`src/rtl/ram_lsu_bridge_if.sv`:
```
// Core-side load/store handshake plus RAM-side request/response bus of the LSU bridge.
// The bridge connects through the slave modport; the core/RAM environment uses master.
interface ram_lsu_bridge_if;
  logic        req_valid_i;
  logic        req_ready_o;
  logic [31:0] req_addr_i;
  logic [31:0] req_wdata_i;
  logic [1:0]  req_size_i;
  logic        req_unsigned_i;
  logic        req_we_i;
  logic        rsp_valid_o;
  logic        rsp_ready_i;
  logic [31:0] rsp_rdata_o;
  logic        rsp_err_o;
  logic [31:0] ram_addr_o;
  logic [31:0] ram_data_o;
  logic [3:0]  ram_sel_o;
  logic        ram_we_o;
  logic [31:0] ram_data_i;
  logic        ram_req_valid_o;
  logic        ram_req_ready_i;
  logic        ram_rsp_valid_i;
  logic        ram_rsp_ready_o;

  modport slave (
    input  req_valid_i, req_addr_i, req_wdata_i, req_size_i, req_unsigned_i, req_we_i,
    input  rsp_ready_i, ram_data_i, ram_req_ready_i, ram_rsp_valid_i,
    output req_ready_o, rsp_valid_o, rsp_rdata_o, rsp_err_o,
    output ram_addr_o, ram_data_o, ram_sel_o, ram_we_o, ram_req_valid_o, ram_rsp_ready_o
  );

  modport master (
    output req_valid_i, req_addr_i, req_wdata_i, req_size_i, req_unsigned_i, req_we_i,
    output rsp_ready_i, ram_data_i, ram_req_ready_i, ram_rsp_valid_i,
    input  req_ready_o, rsp_valid_o, rsp_rdata_o, rsp_err_o,
    input  ram_addr_o, ram_data_o, ram_sel_o, ram_we_o, ram_req_valid_o, ram_rsp_ready_o
  );
endinterface

```
`src/rtl/ram_lsu_bridge.sv`:
```
// Load/store bridge to the data RAM: one access in flight, response 3 cycles after accept with a zero-wait RAM.
// Faulting accesses bypass the RAM; core response is held in DONE/ERR until rsp_ready_i.
module ram_lsu_bridge #(
  parameter int DP     = 4096,
  parameter int ADDR_W = 16
) (
  input  logic            clk,
  input  logic            rst_n,
  ram_lsu_bridge_if.slave bus
);

  typedef enum logic [2:0] {IDLE, ISSUE, WAIT, DONE, ERR} state_e;

  state_e      state_q, state_d;
  logic [31:0] addr_q, addr_d;
  logic [31:0] wdata_q, wdata_d;
  logic [31:0] rdata_q, rdata_d;
  logic [1:0]  size_q, size_d;
  logic        uns_q, uns_d;
  logic        we_q, we_d;

  logic        fault;
  logic [31:0] word_idx;
  logic [1:0]  off;
  logic [3:0]  sel;
  logic [31:0] wdata_rep;
  logic [7:0]  ld_byte;
  logic [15:0] ld_half;
  logic [31:0] ld_data;

  // Only the low ADDR_W bits are decoded by the RAM, so the range check ignores the rest.
  assign word_idx = 32'(bus.req_addr_i[ADDR_W-1:2]);

  always_comb begin
    fault = 1'b0;
    case (bus.req_size_i)
      2'd1:    fault = bus.req_addr_i[0];
      2'd2:    fault = |bus.req_addr_i[1:0];
      2'd3:    fault = 1'b1;
      default: fault = 1'b0;
    endcase
    if (word_idx >= 32'(DP)) fault = 1'b1;
  end

  assign off = addr_q[1:0];

  always_comb begin
    sel       = 4'b1111;
    wdata_rep = wdata_q;
    case (size_q)
      2'd0: begin
        sel       = 4'b0001 << off;
        wdata_rep = {4{wdata_q[7:0]}};
      end
      2'd1: begin
        sel       = off[1] ? 4'b1100 : 4'b0011;
        wdata_rep = {2{wdata_q[15:0]}};
      end
      default: begin
        sel       = 4'b1111;
        wdata_rep = wdata_q;
      end
    endcase
  end

  always_comb begin
    ld_byte = bus.ram_data_i[7:0];
    case (off)
      2'd1:    ld_byte = bus.ram_data_i[15:8];
      2'd2:    ld_byte = bus.ram_data_i[23:16];
      2'd3:    ld_byte = bus.ram_data_i[31:24];
      default: ld_byte = bus.ram_data_i[7:0];
    endcase
    ld_half = off[1] ? bus.ram_data_i[31:16] : bus.ram_data_i[15:0];
    case (size_q)
      2'd0:    ld_data = uns_q ? {24'd0, ld_byte} : {{24{ld_byte[7]}}, ld_byte};
      2'd1:    ld_data = uns_q ? {16'd0, ld_half} : {{16{ld_half[15]}}, ld_half};
      default: ld_data = bus.ram_data_i;
    endcase
  end

  always_comb begin
    state_d = state_q;
    addr_d  = addr_q;
    wdata_d = wdata_q;
    rdata_d = rdata_q;
    size_d  = size_q;
    uns_d   = uns_q;
    we_d    = we_q;

    bus.req_ready_o     = 1'b0;
    bus.rsp_valid_o     = 1'b0;
    bus.rsp_rdata_o     = 32'd0;
    bus.rsp_err_o       = 1'b0;
    bus.ram_addr_o      = 32'd0;
    bus.ram_data_o      = 32'd0;
    bus.ram_sel_o       = 4'd0;
    bus.ram_we_o        = 1'b0;
    bus.ram_req_valid_o = 1'b0;
    bus.ram_rsp_ready_o = 1'b0;

    case (state_q)
      IDLE: begin
        bus.req_ready_o = 1'b1;
        if (bus.req_valid_i) begin
          addr_d  = bus.req_addr_i;
          wdata_d = bus.req_wdata_i;
          size_d  = bus.req_size_i;
          uns_d   = bus.req_unsigned_i;
          we_d    = bus.req_we_i;
          rdata_d = 32'd0;
          state_d = fault ? ERR : ISSUE;
        end
      end
      ISSUE: begin
        bus.ram_req_valid_o = 1'b1;
        bus.ram_addr_o      = {addr_q[31:2], 2'b00};
        bus.ram_data_o      = wdata_rep;
        bus.ram_sel_o       = sel;
        bus.ram_we_o        = we_q;
        if (bus.ram_req_ready_i) state_d = WAIT;
      end
      WAIT: begin
        bus.ram_rsp_ready_o = 1'b1;
        if (bus.ram_rsp_valid_i) begin
          rdata_d = we_q ? 32'd0 : ld_data;
          state_d = DONE;
        end
      end
      DONE: begin
        bus.rsp_valid_o = 1'b1;
        bus.rsp_rdata_o = rdata_q;
        if (bus.rsp_ready_i) state_d = IDLE;
      end
      ERR: begin
        bus.rsp_valid_o = 1'b1;
        bus.rsp_err_o   = 1'b1;
        if (bus.rsp_ready_i) state_d = IDLE;
      end
      default: state_d = IDLE;
    endcase
  end

  always_ff @(posedge clk or negedge rst_n) begin
    if (!rst_n) begin
      state_q <= IDLE;
      addr_q  <= 32'd0;
      wdata_q <= 32'd0;
      rdata_q <= 32'd0;
      size_q  <= 2'd0;
      uns_q   <= 1'b0;
      we_q    <= 1'b0;
    end else begin
      state_q <= state_d;
      addr_q  <= addr_d;
      wdata_q <= wdata_d;
      rdata_q <= rdata_d;
      size_q  <= size_d;
      uns_q   <= uns_d;
      we_q    <= we_d;
    end
  end

endmodule

```
`src/flat_wrapper.sv`:
```
// flat-port wrapper written by rule: the top's interface ports become plain ports
module ram_lsu_bridge_flat 
#(
  parameter int DP     = 4096,
  parameter int ADDR_W = 16
)
  (clk, rst_n, bus_req_valid_i, bus_req_addr_i, bus_req_wdata_i, bus_req_size_i, bus_req_unsigned_i, bus_req_we_i, bus_rsp_ready_i, bus_ram_data_i, bus_ram_req_ready_i, bus_ram_rsp_valid_i, bus_req_ready_o, bus_rsp_valid_o, bus_rsp_rdata_o, bus_rsp_err_o, bus_ram_addr_o, bus_ram_data_o, bus_ram_sel_o, bus_ram_we_o, bus_ram_req_valid_o, bus_ram_rsp_ready_o);
  ram_lsu_bridge_if bus_i ();
  input  logic clk;
  input  logic rst_n;
  input wire logic [$bits(bus_i.req_valid_i)-1:0] bus_req_valid_i;
  input wire logic [$bits(bus_i.req_addr_i)-1:0] bus_req_addr_i;
  input wire logic [$bits(bus_i.req_wdata_i)-1:0] bus_req_wdata_i;
  input wire logic [$bits(bus_i.req_size_i)-1:0] bus_req_size_i;
  input wire logic [$bits(bus_i.req_unsigned_i)-1:0] bus_req_unsigned_i;
  input wire logic [$bits(bus_i.req_we_i)-1:0] bus_req_we_i;
  input wire logic [$bits(bus_i.rsp_ready_i)-1:0] bus_rsp_ready_i;
  input wire logic [$bits(bus_i.ram_data_i)-1:0] bus_ram_data_i;
  input wire logic [$bits(bus_i.ram_req_ready_i)-1:0] bus_ram_req_ready_i;
  input wire logic [$bits(bus_i.ram_rsp_valid_i)-1:0] bus_ram_rsp_valid_i;
  output wire logic [$bits(bus_i.req_ready_o)-1:0] bus_req_ready_o;
  output wire logic [$bits(bus_i.rsp_valid_o)-1:0] bus_rsp_valid_o;
  output wire logic [$bits(bus_i.rsp_rdata_o)-1:0] bus_rsp_rdata_o;
  output wire logic [$bits(bus_i.rsp_err_o)-1:0] bus_rsp_err_o;
  output wire logic [$bits(bus_i.ram_addr_o)-1:0] bus_ram_addr_o;
  output wire logic [$bits(bus_i.ram_data_o)-1:0] bus_ram_data_o;
  output wire logic [$bits(bus_i.ram_sel_o)-1:0] bus_ram_sel_o;
  output wire logic [$bits(bus_i.ram_we_o)-1:0] bus_ram_we_o;
  output wire logic [$bits(bus_i.ram_req_valid_o)-1:0] bus_ram_req_valid_o;
  output wire logic [$bits(bus_i.ram_rsp_ready_o)-1:0] bus_ram_rsp_ready_o;
  assign bus_i.req_valid_i = bus_req_valid_i;
  assign bus_i.req_addr_i = bus_req_addr_i;
  assign bus_i.req_wdata_i = bus_req_wdata_i;
  assign bus_i.req_size_i = bus_req_size_i;
  assign bus_i.req_unsigned_i = bus_req_unsigned_i;
  assign bus_i.req_we_i = bus_req_we_i;
  assign bus_i.rsp_ready_i = bus_rsp_ready_i;
  assign bus_i.ram_data_i = bus_ram_data_i;
  assign bus_i.ram_req_ready_i = bus_ram_req_ready_i;
  assign bus_i.ram_rsp_valid_i = bus_ram_rsp_valid_i;
  assign bus_req_ready_o = bus_i.req_ready_o;
  assign bus_rsp_valid_o = bus_i.rsp_valid_o;
  assign bus_rsp_rdata_o = bus_i.rsp_rdata_o;
  assign bus_rsp_err_o = bus_i.rsp_err_o;
  assign bus_ram_addr_o = bus_i.ram_addr_o;
  assign bus_ram_data_o = bus_i.ram_data_o;
  assign bus_ram_sel_o = bus_i.ram_sel_o;
  assign bus_ram_we_o = bus_i.ram_we_o;
  assign bus_ram_req_valid_o = bus_i.ram_req_valid_o;
  assign bus_ram_rsp_ready_o = bus_i.ram_rsp_ready_o;
  ram_lsu_bridge #(.DP(DP), .ADDR_W(ADDR_W)) u_core (.clk(clk), .rst_n(rst_n), .bus(bus_i));
endmodule
```
`config.mk`:
```
export PLATFORM = sky130hd
export DESIGN_NAME = ram_lsu_bridge_flat
export DESIGN_NICKNAME = d
export VERILOG_FILES = /design/src/rtl/ram_lsu_bridge_if.sv /design/src/rtl/ram_lsu_bridge.sv /design/src/flat_wrapper.sv
export SDC_FILE = /design/constraint.sdc
export NUM_CORES = 1
export LEC_CHECK = 0
export CORE_MARGIN = 2
export CORE_UTILIZATION = 30
export DETAILED_ROUTE_END_ITERATION = 6
export PLACE_DENSITY_LB_ADDON = 0.3
export SETUP_SLACK_MARGIN = 0.15
export SYNTH_ARGS = -nofsm -noshare
export SYNTH_HDL_FRONTEND = slang
export SYNTH_SLANG_ARGS = --single-unit
export TNS_END_PERCENT = 100
```
`constraint.sdc`:
```
create_clock -name clk -period 7.6 [get_ports clk]
set_clock_uncertainty 0.2 [all_clocks]
set_input_delay 1.52 -clock clk [delete_from_list [all_inputs] [get_ports clk]]
set_output_delay 1.52 -clock clk [all_outputs]
set_load 0.03 [all_outputs]
```
# Word level (Yosys, flattened, before mapping)

Index checks and enable logic that the tools add are counted.

Logic and storage cells: 62
Flip-flop bits (word level): 103
Output and inout port bits: 106
Input port bits: 106

Reductions and logical operators: 8
Eq/ne operators: 15
Order comparisons: 1
Mux-type cells: 30
Shifts and indexed selects: 1

Operators with widths:

| cell                                                                                  | number |
|---|---|
| 32-bit 2-to-1 mux                                                                     | 8 |
| 32-bit case mux with 2 select lines                                                   | 3 |
| 8-bit case mux with 3 select lines                                                    | 1 |
| 16-bit 2-to-1 mux                                                                     | 1 |
| 3-bit 2-to-1 mux                                                                      | 5 |
| 14-bit by 13-bit greater-or-equal comparator with 1-bit output, second input constant | 1 |
| 3-bit case mux with 4 select lines                                                    | 1 |
| 2-bit equality test, second input constant                                            | 4 |
| 4-bit 2-to-1 mux                                                                      | 2 |
| 4-bit case mux with 2 select lines                                                    | 1 |
| 1-bit 2-to-1 mux                                                                      | 7 |
| 2-bit by 1-bit equality test with 1-bit output, second input constant                 | 3 |
| 3-bit by 2-bit equality test with 1-bit output, second input constant                 | 2 |
| 2-bit != test, second input constant                                                  | 3 |
| 4-bit AND reduction                                                                   | 1 |
| 2-bit OR reduction                                                                    | 2 |
| 1-bit by 2-bit left shift with 4-bit output, first input constant                     | 1 |
| 3-bit by 1-bit equality test with 1-bit output, second input constant                 | 1 |
| 3-bit equality test, second input constant                                            | 1 |
| 3-bit zero test                                                                       | 1 |
| 1-bit case mux with 3 select lines                                                    | 1 |
| 3-bit AND reduction                                                                   | 1 |
| 2-bit zero test                                                                       | 1 |
| 2-bit by 1-bit != test with 1-bit output, second input constant                       | 1 |
| 2 further kinds                                                                       | 2 |

# Longest topological paths before layout

Gate-level depths: netlist of run 1.

Word-level depth: 7
Gate-level depth with buffers: 7
Mapped depth without buffers: 4

# Worst setup path before layout of run 1

OpenSTA, ideal clock, no wires.

Path kind: flip-flop to output port
Start: register u_core.size_q[1]
End: output bus_ram_data_o[16]
Required time: 5.880 ns
Buffers on the path: 4
Arrival: 2.067 ns
Stages on the path, launching flop included: 7
Slack: 3.813 ns
Path through: dfrtp_1 -> clkbuf_1 -> clkbuf_1 -> clkbuf_1 -> buf_1 -> mux2i_1 -> nor2_1

Cells in the longest elaborated chain, start to end: 3

Ends and longest elaborated chain:

| what                                                                              | line                  | RTL |
|---|---|---|
| start: declaration                                                                | ram_lsu_bridge.sv:18  | `logic [1:0] size_q, size_d;` |
| start signal: assignment                                                          | ram_lsu_bridge.sv:158 | `size_q <= size_d;` |
| 2-bit by 1-bit equality test with 1-bit output or 2-bit zero test (tied branches) | ram_lsu_bridge.sv:50  | `case (size_q)` |
| 32-bit case mux with 2 select lines (*)                                           | ram_lsu_bridge.sv:50  |  |
| 32-bit 2-to-1 mux (*)                                                             | ram_lsu_bridge.sv:102 | `case (state_q)` |
| end: declaration                                                                  | flat_wrapper.sv:26    | `output wire logic [$bits(bus_i.ram_data_o)-1:0] bus_ram_data_o;` |

Every way passes the cells marked *; elsewhere a longest branch is shown, timed or not.

# Final worst setup path of run 1

Start: register u_core.size_q[0]
End: output bus_ram_sel_o[0]

Cells in the longest elaborated chain, start to end: 3

Ends and longest elaborated chain:

| what                                                                              | line                  | RTL |
|---|---|---|
| 2-bit by 1-bit equality test with 1-bit output or 2-bit zero test (tied branches) | ram_lsu_bridge.sv:50  |  |
| 4-bit case mux with 2 select lines (*)                                            | ram_lsu_bridge.sv:50  |  |
| 4-bit 2-to-1 mux (*)                                                              | ram_lsu_bridge.sv:102 |  |
| end: declaration                                                                  | flat_wrapper.sv:27    | `output wire logic [$bits(bus_i.ram_sel_o)-1:0] bus_ram_sel_o;` |

Marks and branches as above.

==> results of run 1 <==
==> cell usage in the layout, fill, tap and decap left out, types with 2 or more instances in the layout <==
cell type and n:
a221o_2 10, a211o_1 4, dfrtp_1 102, a21o_1 6, a21oi_1 28, or2_2 2
a2111oi_0 6, nor2_1 36, mux2i_1 17, a221o_1 7, buf_4 6, nand3b_1 5
nand2b_1 4, inv_1 6, and2_1 71, a22oi_1 2, o22ai_1 5, clkdlybuf4s50_1 208
mux2_2 70, o21ai_0 21, conb_1 2, clkbuf_16 9, inv_6 2, nor2b_1 8
nor3_1 5, and3b_1 6, nor3b_1 2, nand2_1 42, nand3_1 7
==> synth_stat cells (6+ instances only) <==
cell,instances,area (µm²)
a2111oi_0,6,52.6
a21o_1,6,45.0
a21oi_1,28,140
a221o_1,7,70.1
a221o_2,10,113
and2_1,72,450
and3b_1,6,52.6
clkbuf_1,37,139
dfrtp_1,103,2580
inv_1,6,22.5
mux2_2,70,788
mux2i_1,17,170
nand2_1,42,158
nand3_1,7,35.0
nor2_1,36,135
nor2b_1,8,50.1
o21ai_0,21,105
==> logic make-up after synthesis <==
| group | share of synthesized area, % |
|---|---|
| compound gates | 11.9 |
| simple gates | 19.0 |
| mux | 18.0 |
| other cells | 0.0688 |
| flops | 47.3 |
| buf+inv | 3.81 |
==> worst max path at each step <==
stage | depth (start not counted) | slack [ns] | endpoint
floorplan | 6 | 3.81 | bus_ram_data_o[16]
global placement | 4 | 3.04 | bus_ram_sel_o[0]
detailed placement | 4 | 3.02 | bus_ram_sel_o[0]
CTS | 4 | 2.63 | bus_ram_sel_o[0]
global route | 4 | 2.48 | bus_ram_sel_o[0]
finish | 4 | 2.65 | bus_ram_sel_o[0]
==> worst max-delay path: stages (launching register included) <==
cell and delay, ns:
dfrtp_1 1.02, nand2b_1 0.62, a21oi_1 0.39, nor2_1 0.16
clkdlybuf4s50_1 0.69
==> final cells by class <==
type / instances / area share, %
Timing Repair Buffer: 214 / 26.6
Clock buffer: 10 / 2.99
Clock inverter: 6 / 0.938
Sequential cell: 103 / 32.2
Multi-Input combinational cell: 376 / 33.4
Tap cell: 229 / 3.58
Inverter: 6 / 0.281
==> metal layers <==
layer	global-route usage, %	share of wire (%)	vias up
li1	-	-	2197
met1	22.5	44	2284
met2	27.1	46	177
met3	6.60	9.5	13
met4	4.57	1.2	0
met5	0	0	-
==> state kept, by name (all words and copies together) (netlist names) <==
name,cells
u_core.we_q,1
u_core.wdata_q,32
u_core.addr_q,32
u_core.state_q,3
u_core.uns_q,1
u_core.rdata_q,32
u_core.size_q,2
==> stage by stage <==
| step | setup slack [ns] | hold slack (ns) |
|---|---|---|
| 4_1_cts | 2.63 | 0.289 |
| 5_1_grt | 2.48 | 0.318 |
| 6_report | 2.65 | 0.287 |
| 3_5_place_dp | 3.02 | 0.273 |
| 3_3_place_gp | 3.04 | 0.262 |
| 2_1_floorplan | 3.81 | 0.242 |
==> report_power, final <==
group	internal [W]	switching [W]
registers	0.000757	0.000180
clock network	0.000270	0.000219
logic	0.000506	0.000553
total	0.00153	0.000952
==> impl_metrics.ini, run 1 <==
[grt]
grtUsageTotal_pct = 17.3
grt_pass1_wl_um = 26700
grt_max_degree = 67
antenna_found_initial = 0
grt_pass1_vias = 4855
grt_overflow = 0

[finish]
nFillCells = 1687
antennaDiodeCount = 0
fin_area_mm2 = 0.00800
drive_above_1_share_pct = 15.2
stdcell_count = 944
regArea_mm2 = 0.00258
multi_input_area_mm2 = 0.00267
syn2layout_area_growth_pct = 46.7
post-route-util_pct = 44.7
final_net_count = 816

[logic_synthesis]
synth-async-reset-ratio_pct = 100
synth_enable_flop_cells = 0
synth_cells = 527
yosysWarnings = 0
netlist_area_mm2 = 0.00545
synthFlopType = dfrtp_1
syn_area_per_cell_um2 = 10.3
synth.yosys.seq_area_share_pct = 47.3
ys_seq_elements = 103
synthDistinctLibCells = 39

[place]
place_area_mm2 = 0.00769
place.gp.congestion = 0.806
hpwl_um = 11900
placement.io_buffers = 209
post-place-cells = 928

[clock_network]
cts-root-buf = clkbuf_16
cts_max_level = 3
clk_pin_slew_ns = 0.07
clk_latency_ns = 0.35
cts_tree = yes
post_cts_buffers = 0
cts_buffer_depth = 2
cts_hold_buf = 0
cts_sinks = 103
numCtsBuffers = 9
post_cts_resized = 0

[worst_setup_path]
critPathArrivalTime_ns = 3.23
reg2regPathDepth = 4
startpoint = u_core.size_q[0]$_DFFE_PN0P_
setup.worst_path.start_class = register
path_class = register to output pin
critical_path_required_ns = 5.88
r2r-start = u_core.size_q[0]$_DFFE_PN0P_
rrSetupSlack_ns = 4.45
path_max_fanout = 25
crit_path_end_kind = output pin
worstReg2RegEnd = u_core.rdata_q[24]$_DFFE_PN0P_

[sta]
min_period_ns = 4.95
finalCritPeriodShare_pct = 65.2
fmax_mhz = 202
setup_viol = 0
tightest_slew_ns = 1.07
grt_setup_unrepaired = false
slew_headroom_pct = 28.0
hold_viol_final = 0
fin_setup_tns_ns = 0
slew_violations = 0

[floorplan]
die_h_um = 139
start_util_pct = 30.5
core-area_mm2 = 0.0179
io_pins = 212
rows = 49
die_x_um = 139
die-area_mm2 = 0.0193

[drt]
drcViolationCount = 0
first_pass_iters = 4
vias = 4671
viasPerCell = 4.95
antenna_left = 0
drtIter0Drc = 192
drt_wl_total_um = 16600
wl_per_cell_um = 17.6

[run_status]
status = finished, final reports clean

[power_and_ir_drop]
ir_drop_mv = 0.135
leakagePower_nw = 3.28
p_per_area_mw_per_mm2 = 311
finalPower_w = 0.00249

[worst_hold_path]
min_to = u_core.rdata_q[7]$_DFFE_PN0P_
hold_path_class = register to register
min_path_cells = 2
min_from = u_core.rdata_q[7]$_DFFE_PN0P_

[flow_run]
maxCapViolCount = 0
Power figures use the tool's default switching activity.
==> run 2, diff against run 1 <==
==> constraint.sdc (replaced) <==
create_clock -name clk -period 5.1 [get_ports clk]
set_clock_uncertainty 0.2 [all_clocks]
set_input_delay 1.02 -clock clk [delete_from_list [all_inputs] [get_ports clk]]
set_output_delay 1.02 -clock clk [all_outputs]
set_load 0.03 [all_outputs]
==> impl_metrics.ini, run 2 (synthesis results as in run 1) <==
[worst_setup_path]
crit_path_end_kind = output pin
slowest_delay_ns = 0.77
reg2regPathDepth = 4
setup.worst_path.start_class = register
path_cells = nor2_1, nand2_1, a21oi_1, clkdlybuf4s50_1
endpoint = bus_ram_data_o[8]
crit_family = flip-flops
startpoint = u_core.size_q[1]$_DFFE_PN0P_
crit_cells = 4
rrSetupSlack_ns = 2.00
r2r-start = u_core.size_q[1]$_DFFE_PN0P_
crit_slowest_cell = dfrtp_2
path_class = register to output pin
path_max_fanout = 54
worstReg2RegEnd = u_core.rdata_q[23]$_DFFE_PN0P_
critical_path_required_ns = 3.88
crit_buf_inv = 1
critPathArrivalTime_ns = 2.85

[drt]
first_pass_iters = 4
antenna_left = 0
wl_per_cell_um = 17.5
drtIter0Drc = 234
drt_wl_total_um = 16600
drcViolationCount = 0
vias = 4629
viasPerCell = 4.90

[clock_network]
cts_buffer_depth = 2
cts_max_level = 3
numCtsBuffers = 9
cts_sinks = 103
cts_tree = yes
clk_latency_ns = 0.35
post_cts_resized = 0
clk_pin_slew_ns = 0.07
cts-root-buf = clkbuf_16
post_cts_buffers = 0
cts_hold_buf = 0

[finish]
layout_common_cells = clkdlybuf4s50_1 (208), dfrtp_1 (102), and2_1 (71)
regArea_mm2 = 0.00258
final_net_count = 817
antennaDiodeCount = 0
multi_input_area_mm2 = 0.00267
final_common_cell = clkdlybuf4s50_1
largestRegisters = u_core.addr_q: 32 flops, u_core.rdata_q: 32 flops, u_core.wdata_q: 32 flops
drive_above_1_share_pct = 15.4
nFillCells = 1688
syn2layout_area_growth_pct = 46.7

[floorplan]
io_pins = 212
core-area_mm2 = 0.0179
die_x_um = 139
die_h_um = 139
start_util_pct = 30.5
rows = 49
die-area_mm2 = 0.0193

[place]
hpwl_um = 12100
placement.io_buffers = 209
place.gp.congestion = 0.812
dp_slack_ns = 1.36

[run_status]
status = finished, final reports clean

[power_and_ir_drop]
ir_drop_mv = 0.211
p_per_area_mw_per_mm2 = 462
leakagePower_nw = 3.28

[grt]
grtUsageTotal_pct = 17.3
grt_pass1_wl_um = 26600
grt_overflow = 0
antenna_found_initial = 0
grt_max_degree = 72
grt_pass1_vias = 4858

[worst_hold_path]
min_path_cells = 2
hold_path_class = register to register

[sta]
grt_setup_unrepaired = false
fmax_mhz = 245
finalCritPeriodShare_pct = 79.9
layout_setup_ws_ns = 1.03
hold_viol_final = 0
slew_headroom_pct = 28.5
tightest_slew_ns = 1.07
fin_setup_tns_ns = 0
slew_violations = 0
setup_viol = 0
min_period_ns = 4.07

[flow_run]
maxCapViolCount = 0
-- run 2: changes by cell type in the layout (fill, tap and decap cells not counted) --
cell,delta
clkinv_2,+1
buf_4,+1
inv_8,-1
clkinv_4,-1
clkinvlp_4,+1
-- run 2: layer usage --
layer	part of all wire [%]	wire length [µm]	vias up	global-route usage, %
li1	-	-	2204	-
met1	44	7350	2256	23.2
met2	46	7660	158	27.5
met3	8.3	1370	11	5.11
met4	1.1	188	0	4.78
met5	0	0	-	0
-- run 2: worst min path at each step --
| stage | startpoint | endpoint | slack [ns] |
|---|---|---|---|
| floorplan | u_core.rdata_q[0]$_DFFE_PN0P_ | u_core.rdata_q[0]$_DFFE_PN0P_ | 0.24 |
| global placement | u_core.rdata_q[7]$_DFFE_PN0P_ | u_core.rdata_q[7]$_DFFE_PN0P_ | 0.26 |
| detailed placement | u_core.rdata_q[7]$_DFFE_PN0P_ | u_core.rdata_q[7]$_DFFE_PN0P_ | 0.28 |
| CTS | u_core.rdata_q[7]$_DFFE_PN0P_ | u_core.rdata_q[7]$_DFFE_PN0P_ | 0.29 |
| global route | u_core.rdata_q[7]$_DFFE_PN0P_ | u_core.rdata_q[7]$_DFFE_PN0P_ | 0.32 |
| finish | u_core.rdata_q[6]$_DFFE_PN0P_ | u_core.rdata_q[6]$_DFFE_PN0P_ | 0.29 |
-- run 2: through the flow --
stage          cell area [µm²]  hold slack, ns  std cells  util, %  power, W
2_1_floorplan             5460           0.242        528        -   0.00245
3_3_place_gp              7700           0.262        929     43.0   0.00296
3_5_place_dp              7700           0.276        929     43.0   0.00301
4_1_cts                   8000           0.293        945     44.7   0.00375
5_1_grt                   8000           0.315        945     44.7   0.00395
6_report                  8000           0.286        945     44.7   0.00370
-- run 2: power breakdown --
part | total [W] | switching (W) | internal [W]
Sequential | 0.00142 | 0.000296 | 0.00113
Combinational | 0.00156 | 0.000802 | 0.000756
Clock | 0.000719 | 0.000322 | 0.000397
-- run 2: final cells by class --
cell class	count	area share, %
multi-input combinational	376	33.4
sequential	103	32.2
timing repair buffer	215	26.7
tap	229	3.58
clock buffer	10	2.99
clock inverter	6	0.844
inverter	6	0.281
-- run 2: tightest hold or removal path: stages, from the launching register on --
cell and delay, ns:
dfrtp_1 0.35, nand2_1 0.04, o21ai_0 0.06
